File: src/rtl/alu_bcd_serial_pkg.sv
// alu_bcd_serial_pkg: op codes, FSM state encodings and helpers shared by the serial ALU.
package alu_bcd_serial_pkg;

    localparam logic [3:0] ALU_ORA = 4'h0;
    localparam logic [3:0] ALU_AND = 4'h1;
    localparam logic [3:0] ALU_EOR = 4'h2;
    localparam logic [3:0] ALU_ADC = 4'h3;
    localparam logic [3:0] ALU_SBC = 4'h4;
    localparam logic [3:0] ALU_ROR = 4'h5;
    localparam logic [3:0] ALU_PSA = 4'h6;

    localparam logic [0:0] ALU_ST_IDLE  = 1'b0;
    localparam logic [0:0] ALU_ST_ARITH = 1'b1;

    function automatic logic is_arith(input logic [3:0] o);
        return o == ALU_ADC || o == ALU_SBC;
    endfunction

endpackage

File: src/rtl/alu_bcd_serial_slice.sv
// alu_digit_slice: one 4-bit digit of add/subtract with optional decimal adjust.
module alu_digit_slice (
    input  logic [3:0] a_d,
    input  logic [3:0] b_d,
    input  logic       cin,
    input  logic       dec,
    input  logic       sub,
    output logic [3:0] digit,
    output logic       cout,
    output logic       raw_msb
);
    logic [4:0] s;
    always_comb begin
        s       = {1'b0, a_d} + {1'b0, b_d} + {4'b0, cin};
        cout    = dec && !sub ? s[4] | (s[3] & (s[2] | s[1])) : s[4];
        digit   = !dec ? s[3:0] : sub ? (cout ? s[3:0] : s[3:0] + 4'd10) : (cout ? s[3:0] + 4'd6 : s[3:0]);
        raw_msb = s[3];
    end
endmodule

File: src/rtl/alu_bcd_serial.sv
// alu_bcd_serial: DIGITS-wide ALU; add/subtract run one digit per clock LSB first,
// logic/rotate/pass ops finish in a single cycle.
module alu_bcd_serial
    import alu_bcd_serial_pkg::*;
#(
    parameter int DIGITS = 2
) (
    input  logic              clk,
    input  logic              reset_n,
    input  logic              start,
    input  logic [3:0]        op,
    input  logic              dec,
    input  logic [4*DIGITS-1:0] a,
    input  logic [4*DIGITS-1:0] b,
    input  logic              c_in,
    output logic              busy,
    output logic              valid,
    output logic [4*DIGITS-1:0] result,
    output logic              c_out,
    output logic              v_out,
    output logic              n_out,
    output logic              z_out,
    output logic              hc_out
);
    localparam int W = 4 * DIGITS;

    logic [0:0]   state;
    logic [2:0]   k;
    logic [W-1:0] a_sh, b_sh, res_arith, res_logic;
    logic         carry, dec_r, sub_r, c_logic;
    logic [3:0]   digit;
    logic         cn, raw_msb, last;

    alu_digit_slice u_slice (
        .a_d     (a_sh[3:0]),
        .b_d     (b_sh[3:0]),
        .cin     (carry),
        .dec     (dec_r),
        .sub     (sub_r),
        .digit   (digit),
        .cout    (cn),
        .raw_msb (raw_msb)
    );

    // Operands shift right each cycle so the slice always sees digit k at [3:0];
    // result fills from the top and is aligned after the last digit.
    always_comb begin
        last      = k == 3'(DIGITS - 1);
        busy      = state == ALU_ST_ARITH;
        res_arith = (result >> 4) | (W'(digit) << (W - 4));
        res_logic = op == ALU_ORA ? a | b :
                    op == ALU_AND ? a & b :
                    op == ALU_EOR ? a ^ b :
                    op == ALU_ROR ? {c_in, a[W-1:1]} : a;
        c_logic   = op == ALU_ROR && a[0];
    end

    always_ff @(posedge clk or negedge reset_n) begin
        if (!reset_n) begin
            state  <= ALU_ST_IDLE;
            k      <= '0;
            a_sh   <= '0;
            b_sh   <= '0;
            carry  <= 1'b0;
            dec_r  <= 1'b0;
            sub_r  <= 1'b0;
            valid  <= 1'b0;
            result <= '0;
            c_out  <= 1'b0;
            v_out  <= 1'b0;
            n_out  <= 1'b0;
            z_out  <= 1'b1;
            hc_out <= 1'b0;
        end else begin
            valid <= 1'b0;
            if (state == ALU_ST_IDLE) begin
                if (start && is_arith(op)) begin
                    state <= ALU_ST_ARITH;
                    a_sh  <= a;
                    b_sh  <= op == ALU_SBC ? ~b : b;
                    carry <= c_in;
                    dec_r <= dec;
                    sub_r <= op == ALU_SBC;
                    k     <= '0;
                end else if (start) begin
                    result <= res_logic;
                    c_out  <= c_logic;
                    v_out  <= 1'b0;
                    n_out  <= res_logic[W-1];
                    z_out  <= res_logic == '0;
                    hc_out <= 1'b0;
                    valid  <= 1'b1;
                end
            end else begin
                a_sh   <= a_sh >> 4;
                b_sh   <= b_sh >> 4;
                carry  <= cn;
                k      <= k + 3'd1;
                result <= res_arith;
                if (k == '0) hc_out <= cn;
                if (last) begin
                    state <= ALU_ST_IDLE;
                    valid <= 1'b1;
                    c_out <= cn;
                    v_out <= a_sh[3] == b_sh[3] && a_sh[3] != raw_msb;
                    n_out <= res_arith[W-1];
                    z_out <= res_arith == '0;
                end
            end
        end
    end
endmodule
File: config.mk
export PLATFORM = sky130hd
export DESIGN_NAME = alu_bcd_serial
export DESIGN_NICKNAME = d
export VERILOG_FILES = /design/src/rtl/alu_bcd_serial_pkg.sv /design/src/rtl/alu_bcd_serial_slice.sv /design/src/rtl/alu_bcd_serial.sv
export SDC_FILE = /design/constraint.sdc
export NUM_CORES = 1
export LEC_CHECK = 0
export ABC_CLOCK_PERIOD_IN_PS = 3000
export CORE_MARGIN = 2
export CORE_UTILIZATION = 25
export DETAILED_ROUTE_END_ITERATION = 8
export PLACE_DENSITY = 0.49
export SYNTH_ARGS = -nofsm -noshare
export SYNTH_HDL_FRONTEND = slang
export SYNTH_SLANG_ARGS = --single-unit
File: constraint.sdc
create_clock -name clk -period 3 [get_ports clk]
set_input_delay 0.45 -clock clk [delete_from_list [all_inputs] [get_ports clk]]
set_output_delay 0.45 -clock clk [all_outputs]
set_load 0.01 [all_outputs]
After elaboration in Yosys (flattened, before gate mapping)

Index checks and enable logic that the tools add are counted.

Register bits after elaboration: 37
Latch bits: 0
Bits in writable memories: 0
Bits in read-only memories: 0
Input bits: 25
Output and inout port bits: 15
Word-level logic and storage cells: 101
Memories kept: 0

$add $sub $neg: 5
$mul: 0
Div/mod/pow operators: 0
$lt $le $gt $ge: 0
Eq/ne operators: 11
Shift operators: 0
Mux-type cells: 46
Bitwise gates (word level): 9
Reduce and logical (&&, ||, !) cells: 16

Operators by type and width:

| operator                                            | count |
|---|---|
| 2-to-1 mux 8 bit                                    | 12 |
| 2-to-1 mux 1 bit                                    | 28 |
| zero test 8 bit                                     | 2 |
| 2-to-1 mux 4 bit                                    | 4 |
| AND 8 bit                                           | 1 |
| equality test 4 x 2 -> 1 bit, second input constant | 2 |
| equality test 4 x 3 -> 1 bit, second input constant | 2 |
| NOT 8 bit                                           | 1 |
| OR 4 x 8 -> 8 bit                                   | 1 |
| OR 8 bit                                            | 1 |
| bitwise XOR 8 bit                                   | 1 |
| 2-to-1 mux 3 bit                                    | 2 |
| AND reduction 3 bit                                 | 2 |
| adder 4 x 4 -> 5 bit                                | 1 |
| adder 5 x 1 -> 5 bit                                | 1 |
| adder 4 x 3 -> 4 bit, second input constant         | 1 |
| adder 4 bit, second input constant                  | 1 |
| equality test 4 x 1 -> 1 bit, second input constant | 1 |
| logical AND 1 bit                                   | 4 |
| zero test 4 bit                                     | 1 |
| != test 2 x 1 -> 1 bit, second input constant       | 2 |
| AND reduction 2 bit                                 | 2 |
| nonzero test 2 bit                                  | 2 |
| adder 3 x 1 -> 3 bit, second input constant         | 1 |
| 10 further kinds                                    | 11 |

Depth between registers and ports, before layout

Gate-level depths: netlist (run 1).

Depth after elaboration: 13
Mapped depth: 12
Gate-level depth less buffers: 12

Hierarchy

From an unflattened synthesis (run 1), not the netlist that was laid out.

Cells, all modules: 336
Area total of the unflattened synthesis: 2,872.8 um^2

Modules (own cells, without submodules):

| module          | times used | cells each | area an instance (um^2) | seq. area each (um^2) |
|---|---|---|---|---|
| alu_bcd_serial  | 1          | 290        | 2,527.4                 | 927.1 |
| alu_digit_slice | 1          | 46         | 345.3                   | 0.0 |

Worst setup path before layout (run 1)

No wires, ideal clock.

Kind: register to register
Start: register a_sh[0]
End: register n_out
Setup time: 125 ps
Arrival time: 2,679 ps
Required time: 2,875 ps
Setup slack: 196 ps
Cell stages (with the launch flop): 13
Path buffers: 0
Clock period less this slack: 2,804 ps
Cell sequence: dfrtp_1 > inv_1 > fa_1 > fa_1 > xor2_1 > ha_1 > nor3b_2 > nor2_1 > a21boi_1 > o22a_1 > mux2_2 > mux2i_1 > mux2_2

Longest elaborated chain between the ends: 12
Elaborated cells between the ends (all ways): 15
Those cells by class: add/sub (4); mux (7); bitwise (4)

RTL lines:

| what                          | RTL line                   | source |
|---|---|---|
| start, declared               | alu_bcd_serial.sv:29       | `logic [W-1:0] a_sh, b_sh, res_arith, res_logic;` |
| start signal, assigned        | alu_bcd_serial.sv:95       | `a_sh <= a_sh >> 4;` |
| adder 4 x 4 -> 5 bit *        | alu_bcd_serial_slice.sv:14 | `s = {1'b0, a_d} + {1'b0, b_d} + {4'b0, cin};` |
| adder 5 x 1 -> 5 bit *        | alu_bcd_serial_slice.sv:14 |  |
| OR 1 bit                      | alu_bcd_serial_slice.sv:15 | `cout = dec && !sub ? s[4] \| (s[3] & (s[2] \| s[1])) : s[4];` |
| AND 1 bit                     | alu_bcd_serial_slice.sv:15 |  |
| OR 1 bit                      | alu_bcd_serial_slice.sv:15 |  |
| 2-to-1 mux 1 bit              | alu_bcd_serial_slice.sv:15 |  |
| 2-to-1 mux 4 bit (2 in a row) | alu_bcd_serial_slice.sv:16 | `digit = !dec ? s[3:0] : sub ? (cout ? s[3:0] : s[3:0] + 4'd10) : (cout ? s[3:0] + 4'd6 : s[3:0]);` |
| 2-to-1 mux 4 bit *            | alu_bcd_serial_slice.sv:16 |  |
| OR 4 x 8 -> 8 bit *           | alu_bcd_serial.sv:50       | `res_arith = (result >> 4) \| (W'(digit) << (W - 4));` |
| 2-to-1 mux 1 bit *            | alu_bcd_serial.sv:101      | `if (last) begin` |
| 2-to-1 mux 1 bit *            | alu_bcd_serial.sv:76       | `if (state == ALU_ST_IDLE) begin` |
| end signal, assigned          | alu_bcd_serial.sv:89       | `n_out <= res_logic[W-1];` |
| end signal, assigned          | alu_bcd_serial.sv:106      | `n_out <= res_arith[W-1];` |
| end, declared                 | alu_bcd_serial.sv:21       | `output logic n_out,` |

Every way passes the cells marked *; elsewhere a longest branch is shown, timed or not. The select of a mux whose other input is x is not followed.
A chain may end at the register's enable or synchronous reset.

Worst setup path after layout (run 1)

Same ends and word-level chain as after synthesis.

==> results.tsv, run 1 <==
stage	metric	value	unit
outcome	status	finished clean	
clock_network	insertion_delay	280	ps
synthesis	yosysTopAreaCellShare	31.03	%
synthesis	synth_top_cell_by_area	dfrtp_1	
finish	fillers	1221	
routing	avgViaCountPerCell	4.710	
critical_path	path_class	register to register	
synthesis	synth_edf_count	0	
clock_network	postCtsHoldBufs	0	
pwr	p_int	1.620	mW
critical_path	crit_fanout	5	
pwr	p_per_area	726.3	nW/um^2
clock_network	clk_path_buf_depth	2	
critical_path	r2r_slack	170	ps
pwr	switching_share	38.75	%
synthesis	synth_cell_type_count	61	
finish	finalNetCount	443	
clock_network	post_cts_buffers	0	
floorplanning	dieArea	12490	sq um
sta	finalCritPeriodShare	94.17	%
synthesis	synth.net_count	402	
placement	place_congestion	0.8188	
sta	max_freq	0.3540	GHz
clock_network	cts_buffers	5	
global_route	grt_pass1_wl	12.73	mm
sta	maxSlewViolCount	0	
pwr	p_total	2.645	mW
routing	drt_first_pass_iters	4	
pwr	p_comb_share	50.1	%
floorplanning	core	11370	sq um
floorplanning	dieWidth	111.8	um
placement	dpl_cell_area	3491	sq um
finish	syn_to_final_growth	25.47	%
synthesis	async_flop_share	100.0	%
critical_path	cp.required	3170	ps
routing	wl_met2	3.617	mm
synthesis	avgSynthCellArea	8.294	sq um
sta	tightest_slew	855.3	ps
pwr	pwr-share-clk	19.2	%
synthesis	synthTopCellsByCount	nand2_1 (46), dfrtp_1 (36), nor2_1 (34), inv_1 (30), o21ai_0 (26)	
clock_network	cts_tree	built	
sta	skew	5.903	ps
routing	drc	0	
sta	max_slew_margin	42.98	%
routing	ant_nets	0	
synthesis	synth.most_common_cell	nand2_1	
sta	rsz0062_at_grt	false	
floorplanning	io_pins	40	
flow_run	maxCapViolations	0	
critical_path	setup.worst_path.start_class	register	
routing	top_layer_used	met4	
sta	hold-worst-slack	270.5	ps
floorplanning	rows	39	
clock_network	htreeDepth	2	
global_route	grtUsageTotal	12.74	%
placement	hpwl	5.954	mm
hold_path	hold_class	primary input to asynchronous set/reset pin	
synthesis	ys.flop_type	dfrtp_1	
synthesis	synth-seq-cells	37	
global_route	grt_max_degree	38	
pwr	seq_power_share	30.7	%
placement	port_buffers	39	
floorplanning	initial_core_util	25.53	%
sta	hold_viol_final	0	
finish	drive_gt1_share	10.97	%
sta	setup_viol	0	
synthesis	yosysWarnings	0	
finish	final_area	3642	sq um
clock_network	clk_pin_slew_worst_paths	60	ps
routing	routed_wl	7.785	mm
floorplanning	die_h	111.8	um
synthesis	seq_area_frac_synth	31.94	%
synthesis	synth_cells	350	
routing	met1_length	3.862	mm
routing	vias	2520	
finish	n_antenna_cell	0	
routing	wl_met3	229	um
critical_path	endpoint_kind	register	
pwr	power.switching	1.025	mW
global_route	antenna_found_initial	0	
clock_network	root_buffer	clkbuf_16	
routing	routedWlPerCell	14.55	um
synthesis	synth_area_leaders	dfrtp_1 (31%), ha_1 (11%), nand2_1 (5.9%), o21ai_0 (4.5%), nor2_1 (4.4%)	
finish	seqCellArea	927.1	sq um
pwr	vdd_drop_max	0.0004052	V
global_route	overflow	0	
global_route	grt_pass1_vias	2491	
finish	multi_input_area	1787	sq um
pwr	p_leak	1.600	nW
sta	fin_crit	2825	ps
synthesis	synthesis.area	2903	sq um
critical_path	critPathArrivalTime	2990	ps
routing	drt-initial-drc-count	92	
clock_network	cts_sinks	37	
[path summary, 6_finish.rpt]
check | from | endpoint | depth (start not counted)
min reg2reg | a_sh[7] | a_sh[3] | 2
max reg2reg | a_sh[0] | n_out | 12
max | a_sh[0] | n_out | 12
min | reset_n | result[0] | 1
min in group clk | a_sh[7] | a_sh[3] | 2
max in group asynchronous | reset_n | a_sh[0] | 1
[through the flow]
stage                     setup slack, ps  cells  setup TNS [ps]  util [%]
after floorplan                     196.1    350               0         -
after global placement              66.23    527               0     30.70
after detailed placement           -27.59    527          -27.59     30.70
after CTS                           42.12    535               0     31.99
after global routing                10.55    535               0     32.03
final                               174.8    535               0     32.03
[power by group through the flow]
stage / clock, mW / combinational (mW) / sequential, mW
3_3_place_gp: 0 / 1.30 / 0.818
5_1_grt: 0.545 / 1.48 / 0.839
4_1_cts: 0.527 / 1.34 / 0.816
6_report: 0.508 / 1.33 / 0.812
2_1_floorplan: 0 / 0.808 / 0.829
3_5_place_dp: 0 / 1.32 / 0.824
[state kept, by name, indices dropped and copies added, names as in the netlist]
register	flops
carry	1
hc_out	1
busy	1
k	3
dec_r	1
b_sh	8
v_out	1
n_out	1
result	8
z_out	1
c_out	1
sub_r	1
a_sh	8
valid	1
[cell type report]
type	instances	share of cell area, %
multi-input cells	263	49.06
inverters	30	3.092
clock buffers	6	3.538
clock inverters	2	0.2748
well taps	143	4.912
repair buffers	54	13.67
flip-flops and latches	37	25.46
[cell families after synthesis]
logic type	share of synthesized area [%]
AND/OR/NAND/NOR	18.97
AO/OA/AOI/OAI	20.26
buffers and inverters	6.940
flip-flops	31.94
adder cells (fa/ha/maj)	12.16
multiplexers	5.819
XOR/XNOR	3.922
[per-layer routing]
layer  global-route usage (%)  vias to the layer above
li1                         -                     1293
met1                    17.69                     1179
met2                    20.20                       44
met3                    2.722                        4
met4                    3.292                        0
met5                        0                        -
[cell usage in the layout (no fill, tap or decap), types with 10 or more instances in the layout]
cell,instances
nand2_1,46
clkdlybuf4s50_1,38
dfrtp_1,36
nor2_1,34
inv_1,30
o21ai_0,26
ha_1,25
a21oi_1,24
buf_4,15
xnor2_1,10
[what timing repair did]
action | 4_1_cts | 5_1_grt
resized for setup | 1 | 2
endpoints found under the setup margin | 2 | 4
endpoints found under the hold margin | 0 | 0
[worst max-delay path, stage by stage (launching register included)]
cell and delay, ps:
dfrtp_1 320, inv_1 60, fa_2 410, fa_2 380
xor2_2 220, ha_1 220, nor3b_2 220, nor2_1 80
a21boi_1 140, o22a_1 140, mux2_2 150, mux2i_1 90
mux2_2 280
Power figures use the tool's default switching activity.
==> inputs of run 2 (changes only) <==
- CAP_MARGIN: not set -> 20
==> results of run 2 <==
Same layout as run 1: the final DEF is identical, and so are final timing and power.
==> inputs of run 3 (changes only) <==
- RECOVER_POWER: not set -> 100
==> run 3 against run 2 <==
Effect of this change:
- the flow now finishes with violations (capacitance limit, slew limit)
- hold slack better by 210 ps
- largest power group unchanged
- clock-buffer cell count did not move
- setup slack hardly changed
- critical endpoint unchanged
- utilization down 0.13 points
- global-route usage is the same
- maximum frequency about the same
- sequential share of layout area increased by 0.11 points
==> results.tsv, run 3 (synthesized netlist as in run 1, its figures left out) <==
stage	metric	value	unit
outcome	status	finished with violations	
outcome	violations	capacitance limit, slew limit	
clock_network	root_buffer	clkbuf_16	
finish	drive_gt1_share	9.949	%
critical_path	ff2ff_path_depth	12	
critical_path	worst-path-stages	12	
finish	fillers	1224	
floorplanning	dieArea	12490	sq um
critical_path	r2r_slack	170	ps
clock_network	htreeDepth	2	
flow_run	maxCapViolations	1	
critical_path	critPathArrivalTime	2990	ps
sta	max_freq	0.3539	GHz
global_route	antenna_found_initial	0	
finish	multi_input_area	1787	sq um
floorplanning	core	11370	sq um
pwr	p_leak	1.606	nW
routing	drt-initial-drc-count	99	
sta	tightest_slew	2051	ps
sta	rsz0062_at_grt	false	
clock_network	cts_sinks	37	
sta	hold-worst-slack	481.5	ps
sta	max_slew_margin	-36.70	%
critical_path	endpoint_kind	register	
hold_path	min_from	a_sh[7]	
global_route	grtUsageTotal	12.74	%
sta	finalCritPeriodShare	94.19	%
clock_network	cts_buffers	5	
clock_network	clk_path_buf_depth	2	
placement	hpwl	5.954	mm
placement	port_buffers	39	
routing	drt_first_pass_iters	4	
routing	drc	0	
pwr	p_total	2.602	mW
critical_path	reg2reg_to	n_out	
sta	hold_viol_final	0	
floorplanning	io_pins	40	
finish	finalNetCount	443	
sta	skew	5.921	ps
sta	maxSlewViolCount	38	
critical_path	path_class	register to register	
critical_path	cpPeakStageDelay	410	ps
floorplanning	dieWidth	111.8	um
critical_path	setup.worst_path.start_class	register	
finish	final_cell_mix	nand2_1 (46), dfrtp_1 (36), nor2_1 (34)	
finish	seqCellArea	927.1	sq um
finish	final_common_cell	nand2_1	
routing	avgViaCountPerCell	4.707	
global_route	grt_pass1_vias	2491	
finish	largestRegisters	a_sh x8, b_sh x8, result x8	
floorplanning	rows	39	
critical_path	crit_chain	inv_1 > fa_2 > fa_2 > xor2_2 > ha_1 > nor3b_2 > nor2_1 > a21boi_1 > o22a_1 > mux2_2 > mux2i_1 > mux2_2	
pwr	vdd_drop_max	0.0004035	V
sta	setup_viol	0	
finish	n_antenna_cell	0	
pwr	p_per_area	717.4	nW/um^2
floorplanning	die_h	111.8	um
sta	fin_ws	174.4	ps
critical_path	crit_fanout	5	
clock_network	insertion_delay	280	ps
critical_path	reg2reg_from	a_sh[0]	
routing	routedWlPerCell	14.55	um
global_route	overflow	0	
critical_path	path_delay_family	adder cells	
floorplanning	initial_core_util	25.53	%
routing	routed_wl	7.784	mm
clock_network	clk_pin_slew_worst_paths	60	ps
routing	vias	2518	
clock_network	postCtsHoldBufs	0	
hold_path	hold_class	register to register	
placement	place_congestion	0.8188	
critical_path	cp.required	3170	ps
finish	syn_to_final_growth	24.96	%
critical_path	worst_path_max_delay_cell	fa_2	
hold_path	hold-path-endpoint	a_sh[3]	
clock_network	post_cts_buffers	0	
placement	dpl_worst_slack	-27.59	ps
routing	ant_nets	0	
global_route	grt_max_degree	38	
global_route	grt_pass1_wl	12.73	mm
hold_path	hold_depth	2	
clock_network	cts_tree	built	
finish	final_core_util	31.90	%
critical_path	path_buf_inv	1	
sta	fin_crit	2826	ps
-- run 3: power breakdown --
part	switching, mW	internal, mW
clock	0.202	0.305
combinational	0.689	0.598
sequential	0.130	0.678
-- run 3: worst max-delay path by stage --
stage,startpoint,endpoint
6_report,a_sh[0],n_out
5_1_grt,b_sh[0],result[7]
4_1_cts,a_sh[0],n_out
3_5_place_dp,a_sh[0],z_out
3_3_place_gp,a_sh[0],z_out
2_1_floorplan,a_sh[0],n_out
-- run 3: repair_timing --
action / CTS / global route
endpoints found under the setup margin: 2 / 4
endpoints found under the hold margin: 0 / 0
resized for setup: 1 / 2
-- run 3: cell type report --
type / count / area share, %
clock buffers: 6 / 3.553
clock inverters: 2 / 0.2760
inverters: 30 / 3.105
multi-input cells: 263 / 49.26
flip-flops and latches: 37 / 25.56
well taps: 143 / 4.933
repair buffers: 54 / 13.31
-- run 3: metrics by stage --
stage | instance area [sq um] | setup TNS, ps | cells
4_1_cts | 3637 | 0 | 535
3_5_place_dp | 3491 | -27.59 | 527
2_1_floorplan | 2903 | 0 | 350
6_report | 3627 | 0 | 535
5_1_grt | 3627 | 0 | 535
3_3_place_gp | 3491 | 0 | 527
-- run 3: metal layers --
metal  up-vias  share of wire (%)  wire length, um  track usage, %
met2        39                 46             3604           20.20
met3         4                2.7              214           2.722
met4         0               0.95               74           3.292
met5         -                  0                0               0
met1      1182                 50             3891           17.69
li1       1293                  -                -               -
-- run 3: worst reg2reg max path, delay by kind of cell (launching register included) --
family,cells,cell delay [ps]
buffers and inverters,1,60
muxes,3,520
and+or+nand+nor,2,300
AOI/OAI and AO/OA,2,280
xor gates and xnor gates,1,220
DFF,1,320
adders and majority gates,3,1010
